**config.mk**
```make
export PLATFORM = sky130hd
export DESIGN_NAME = tt_demux_4
export DESIGN_NICKNAME = d
export VERILOG_FILES = /design/src/rtl/tt_demux_4.sv
export SDC_FILE = /design/constraint.sdc
export NUM_CORES = 1
export LEC_CHECK = 0
export BUFFER_PORTS_ARGS = -buffer_cell sky130_fd_sc_hd__buf_2
export CAP_MARGIN = 20
export CORE_AREA = 2 2 156 158
export DETAILED_ROUTE_END_ITERATION = 6
export DIE_AREA = 0 0 158 160
export PLACE_DENSITY_LB_ADDON = 0.05
export SLEW_MARGIN = 20
export SYNTH_ARGS = -nofsm -noshare
export SYNTH_HDL_FRONTEND = slang
export SYNTH_SLANG_ARGS = --single-unit
```
**constraint.sdc**
```tcl
create_clock -name clk -period 4.96 [get_ports clk]
set_input_delay 0.992 -clock clk [delete_from_list [all_inputs] [get_ports clk]]
set_output_delay 0.992 -clock clk [all_outputs]
set_load 0.03 [all_outputs]
```
**src/rtl/tt_demux_4.sv**
```systemverilog
// tt_demux_4: 1-to-4 word router with per-channel holding registers and delivery/drop counters
module tt_demux_4 #(
    parameter int DW = 32,
    parameter int CW = 16,
    parameter int DROP_WHEN_FULL = 0
) (
    input  logic          clk,
    input  logic          rst_n,
    input  logic          in_valid,
    output logic          in_ready,
    input  logic [1:0]    in_sel,
    input  logic [DW-1:0] in_data,
    input  logic [3:0]    ch_en,
    output logic [3:0]    out_valid,
    input  logic [3:0]    out_ready,
    output logic [DW-1:0] out_data0,
    output logic [DW-1:0] out_data1,
    output logic [DW-1:0] out_data2,
    output logic [DW-1:0] out_data3,
    input  logic          cnt_clr,
    output logic [CW-1:0] cnt0,
    output logic [CW-1:0] cnt1,
    output logic [CW-1:0] cnt2,
    output logic [CW-1:0] cnt3,
    output logic [CW-1:0] drop_cnt
);
    logic [DW-1:0] data [4];
    logic [CW-1:0] cnt [4];
    logic full_s, load, drop;

    // a channel draining this cycle counts as free, so a new word can follow with no bubble
    assign full_s   = out_valid[in_sel] & ~out_ready[in_sel];
    assign in_ready = (DROP_WHEN_FULL != 0) | ~ch_en[in_sel] | ~full_s;
    assign load     = in_valid & in_ready & ch_en[in_sel] & ~full_s;
    assign drop     = in_valid & in_ready & ~load;

    always_ff @(posedge clk) begin
        if (!rst_n) begin
            out_valid <= '0;
            drop_cnt  <= '0;
            for (int c = 0; c < 4; c++) begin
                data[c] <= '0;
                cnt[c]  <= '0;
            end
        end else begin
            drop_cnt <= cnt_clr ? '0 : drop_cnt + CW'(drop);
            for (int c = 0; c < 4; c++) begin
                out_valid[c] <= (load && in_sel == 2'(c)) | (out_valid[c] & ~out_ready[c]);
                data[c]      <= (load && in_sel == 2'(c)) ? in_data : data[c];
                cnt[c]       <= cnt_clr ? '0 : cnt[c] + CW'(out_valid[c] & out_ready[c]);
            end
        end
    end

    assign out_data0 = data[0];
    assign out_data1 = data[1];
    assign out_data2 = data[2];
    assign out_data3 = data[3];
    assign cnt0 = cnt[0];
    assign cnt1 = cnt[1];
    assign cnt2 = cnt[2];
    assign cnt3 = cnt[3];
endmodule

```
* Word-level counts from Yosys, hierarchy flattened
Memories as Yosys holds them, arrays and structs flattened. Index checks and enable logic that the tools add are counted.
Word-level totals: register bits after elaboration 20, RAM bits 192, bits of input ports 46, output and inout bits 213, logic and storage cells 78, memories 2
Memory list:
- data | depth 4, width 32, read ports 4, clocked after memory_dff 0, wr ports 4, line 27 | logic [DW-1:0] data [4];
- cnt | depth 4, width 16, read ports 4, clocked after memory_dff 0, wr ports 4, line 28 | logic [CW-1:0] cnt [4];
Operators by class: add/subtract/negate cells 5, magnitude comparators 1, equal/unequal tests 3, mux-type cells 24, bitwise gates (word level) 35, reduce and logical (&&, ||, !) cells 6
Operators with widths (count):
- $mux W32 | 8
- $mux W16 | 8
- $add A16 B1 Y16 | 5
- $and A1 B1 Y1 | 13
- $or A1 B1 Y1 | 13
- $not A1 Y1 | 9
- $bmux W1 S2 | 3
- $mux W1 | 5
- $eq A2 B2 Y1 const B | 2
- $logic_and A1 B1 Y1 | 4
- $lt A2 B3 Y1 const B | 1
- $eq A2 B1 Y1 const B | 1
- $logic_not A2 Y1 | 1
- $reduce_or A2 Y1 | 1

* Depth between registers and ports, before layout
depth after elaboration 12, depth in mapped cells 9, gate-level depth less buffers 8

* Least setup slack after synthesis
No wires, ideal clock.
path type input to register, start point input in_sel[0], end point register drop_cnt[12], setup time 128 ps, data arrival time 2859 ps, required time 4832 ps, setup slack 1974 ps, stages 9, buffers on the path 1, cells stage by stage buf_2 -> mux4_2 -> nor2b_1 -> ha_1 -> ha_1 -> and4_1 -> nor4b_1 -> xnor2_1 -> nor2_1
On the way: cells in the longest elaborated chain, start to end 12, elaborated cells on any way between the ends 17, classes of those cells 1 x add/sub; 6 x mux; 10 x bitwise
Ends and longest elaborated chain:
- start: declaration | line 11 | input logic [1:0] in_sel,
- $bmux W1 S2 | line 32 | assign full_s = out_valid[in_sel] & ~out_ready[in_sel];
- $mux W1 (implied by the code) | line 32
- $not A1 Y1 | line 32
- $and A1 B1 Y1 | line 32
- $not A1 Y1 | line 33, 34
- $or A1 B1 Y1 | line 33 | assign in_ready = (DROP_WHEN_FULL != 0) | ~ch_en[in_sel] | ~full_s;
- $and A1 B1 Y1 | line 34, 35
- $and A1 B1 Y1 (2 in series) | line 34 | assign load = in_valid & in_ready & ch_en[in_sel] & ~full_s;
- $not A1 Y1 | line 35 | assign drop = in_valid & in_ready & ~load;
- $and A1 B1 Y1 (*) | line 35
- $add A16 B1 Y16 (*) | line 46 | drop_cnt <= cnt_clr ? '0 : drop_cnt + CW'(drop);
- end signal: assignment | line 46
- end: declaration | line 25 | output logic [CW-1:0] drop_cnt
Every way passes the cells marked *; elsewhere a longest branch is shown, timed or not. The select of a mux whose other input is x is not followed. A chain may end at the register's enable or synchronous reset.

* Worst setup path after layout
start point input out_ready[0], end point output in_ready
On the way: cells in the longest elaborated chain, start to end 6
Ends and longest elaborated chain:
- start: declaration | line 15 | input logic [3:0] out_ready,
- $bmux W1 S2 | line 32
- $mux W1 (implied by the code) | line 32
- $not A1 Y1 | line 32
- $and A1 B1 Y1 | line 32
- $not A1 Y1 | line 33
- $or A1 B1 Y1 | line 33
- end: declaration | line 10 | output logic in_ready,
Every way passes these cells. The select of a mux whose other input is x is not followed.

==> impl_metrics.ini <==
[critical_path]
start_kind = primary input
path_class = primary input to output port
crit_required_ns = 3.97
cp_max_fo = 4
reg2reg_slack_ns = 2.74
cp.arrival_ns = 2.13
reg2reg_from = out_valid[0]
reg2reg_to = data[0][10]
critPathCaptureType = output port
r2r_cells = 5

[grt]
antenna_found_initial = 1
grt_max_degree = 87
grt_usage_pct = 19.3
grt_pass1_vias = 7077
grt.overflow.total = 0
grt_pass1_wl_microns = 39000

[clock_network]
cts_buffers = 25
post_cts_resized = 0
clock_path_buffers = 3
cts_sinks = 212
root_buffer = clkbuf_16
cts_tree = built
cts_setup_buffers = 0
clk_pin_slew_ns = 0.06
htreeDepth = 1
clk-insertion-delay-late_ns = 0.51
ctsHoldBuffers = 0

[min_path]
hp-start = data[0][17]
min_to = data[0][17]
whs_path_depth = 2
hold_class = register to register

[timing]
setup_viol = 0
relSlewSlack_pct = 27.8
max_freq_ghz = 0.320
period_share_pct = 63.0
worst_slew_pin_slew_ns = 1.08
hold_viol = 0
hold_slack_ns = 0.447
rsz0062_at_grt = no
skew_ns = 0.00838
finalCriticalPeriod_ns = 3.13
drv_slew = 0
tns_ns = 0

[finish]
finish.utilization_pct = 45.3
final_area_sq_mm = 0.0108
nNetsFinal = 1272
layout-drive-gt1-share_pct = 25.8
stdcell_count = 1557
nFillCells = 2470
syn2layout_area_growth_pct = 28.4

[synthesis]
ys_seq_area_share_pct = 50.6
synthTopCellsByArea = dfxtp_1 (51%), nand2_1 (13%), a21boi_0 (8.4%), xnor2_1 (4.1%), a21boi_1 (3.0%)
synth_area_sq_mm = 0.00839
synth_edf_count = 0
synth_fp_nets = 1030
ys.flop_type = dfxtp_1
synth_area_per_cell_sq_um = 8.62
synth_area_leader_cell = dfxtp_1
async_reset_ff_share_pct = 0
synth_cell_types = 40
synth_top_area_share_pct = 50.6
synthCells = 974
synth-seq-cells = 212
yosysWarnings = 0

[drt]
drc = 0
drt_iter0_markers = 359
drt_wl_total_microns = 24700
vias = 7358
ant_nets = 0
vias_per_cell = 4.73
wl_per_cell_microns = 15.9
first_pass_iters = 4

[floorplanning]
fp.dieW_microns = 158
die_y_microns = 160
coreArea_sq_mm = 0.0238
rows = 57
initial_core_util_pct = 35.2
ios = 259
dieArea_sq_mm = 0.0253

[status]
status = finished, final reports clean

[placed_design]
numPortBuffers = 258
routabilityCongestion = 0.783
placed_area_sq_mm = 0.00998
dp.cells = 1513
hpwl_microns = 16800

[job]
max_cap_violations = 0

[pwr]
peakVddDrop_mv = 0.262
p_leak_nw = 4.38
p_per_area_mw_per_mm2 = 344
-- per-stage QoR --
stage | setup slack, ns | power (W)
2_1_floorplan | 1.97 | 0.00190
3_3_place_gp | 1.51 | 0.00199
3_5_place_dp | 1.49 | 0.00199
4_1_cts | 1.84 | 0.00377
5_1_grt | 1.78 | 0.00386
6_report | 1.83 | 0.00371
-- placed cells by master (no fill, tap or decap), drive strengths merged, types with 12 or more instances in the layout --
cell type,synthesis,final
a21boi,128,128
a21oi,14,14
and2,14,14
buf,19,268
clkbuf,34,42
dfxtp,212,212
nand2,284,284
nand3,26,26
nand4,17,17
nor2,62,62
nor3,17,17
nor4,16,16
o21ai,12,12
or3,13,13
xnor2,39,39
xor2,15,15
-- power by group --
part / total [W] / internal [W] / leakage [nW] / switching [W]
logic: 0.000210 / 0.0000646 / 2.28 / 0.000146
registers: 0.00174 / 0.00173 / 1.71 / 0.0000113
clock network: 0.00176 / 0.00107 / 0.392 / 0.000691
total: 0.00371 / 0.00286 / 4.38 / 0.000848
-- how the worst max path moves through the flow --
stage | from | to | slack [ns] | depth (start not counted)
final | out_ready[0] | in_ready | 1.83 | 5
after global routing | out_ready[0] | in_ready | 1.78 | 5
after CTS | out_ready[0] | in_ready | 1.84 | 5
after detailed placement | in_sel[0] | drop_cnt[14] | 1.49 | 9
after global placement | in_sel[0] | drop_cnt[14] | 1.51 | 9
after floorplan | in_sel[0] | drop_cnt[12] | 1.97 | 9
-- registers in the layout (all words and copies together) (netlist names) --
register / cells
drop_cnt: 16
cnt: 64
data: 128
out_valid: 4
-- per-layer routing --
metal,up-vias,part of all wire [%],wire (microns),GRT usage [%]
li1,3724,-,-,-
met1,3390,44,10800,25.2
met2,205,46,11500,31.1
met3,39,7.5,1860,5.51
met4,0,2.3,568,5.12
met5,-,0,0,0
-- cells by family (layout without fill, tap and decap cells) --
family / Yosys count / after routing / share of synthesized area, %
buf+inv: 63 / 321 / 3.07
flops: 212 / 212 / 50.6
mux: 3 / 3 / 0.656
xor+xnor: 54 / 54 / 5.64
other cells: 0 / 1 / 0
compound gates: 161 / 161 / 13.6
fa+ha+maj: 10 / 10 / 1.49
simple gates: 471 / 471 / 24.9
-- cell type report --
cell class / count / area, sq um / area share [%]
well taps: 324 / 405 / 3.76
diodes: 1 / 2.50 / 0.0232
repair buffers: 268 / 1370 / 12.7
inverters: 10 / 37.5 / 0.348
clock inverters: 1 / 5.00 / 0.0464
clock buffers: 42 / 790 / 7.32
flip-flops and latches: 212 / 4240 / 39.4
multi-input cells: 699 / 3930 / 36.4
-- Yosys cell counts, drive strengths merged (2+ instances only) --
master  count
nand4      17
mux4        2
inv        10
nand3      26
xor2       15
clkbuf     34
nor2       62
nor2b       6
and4        2
o21a        4
or2         2
nor4b       4
dfxtp     212
xnor2      39
and2       14
nand2b      3
ha         10
nor3       17
or4b        2
o21ai      12
nand2     284
nor4       16
a21boi    128
or3        13
buf        19
a21oi      14
-- worst max-delay path, cell delays in order --
cell and delay [ns]:
buf_2 0.12, nor2b_1 0.46, mux4_2 0.34, nand2_1 0.05
buf_2 0.17
No activity file was read; power rests on OpenSTA's default activity.
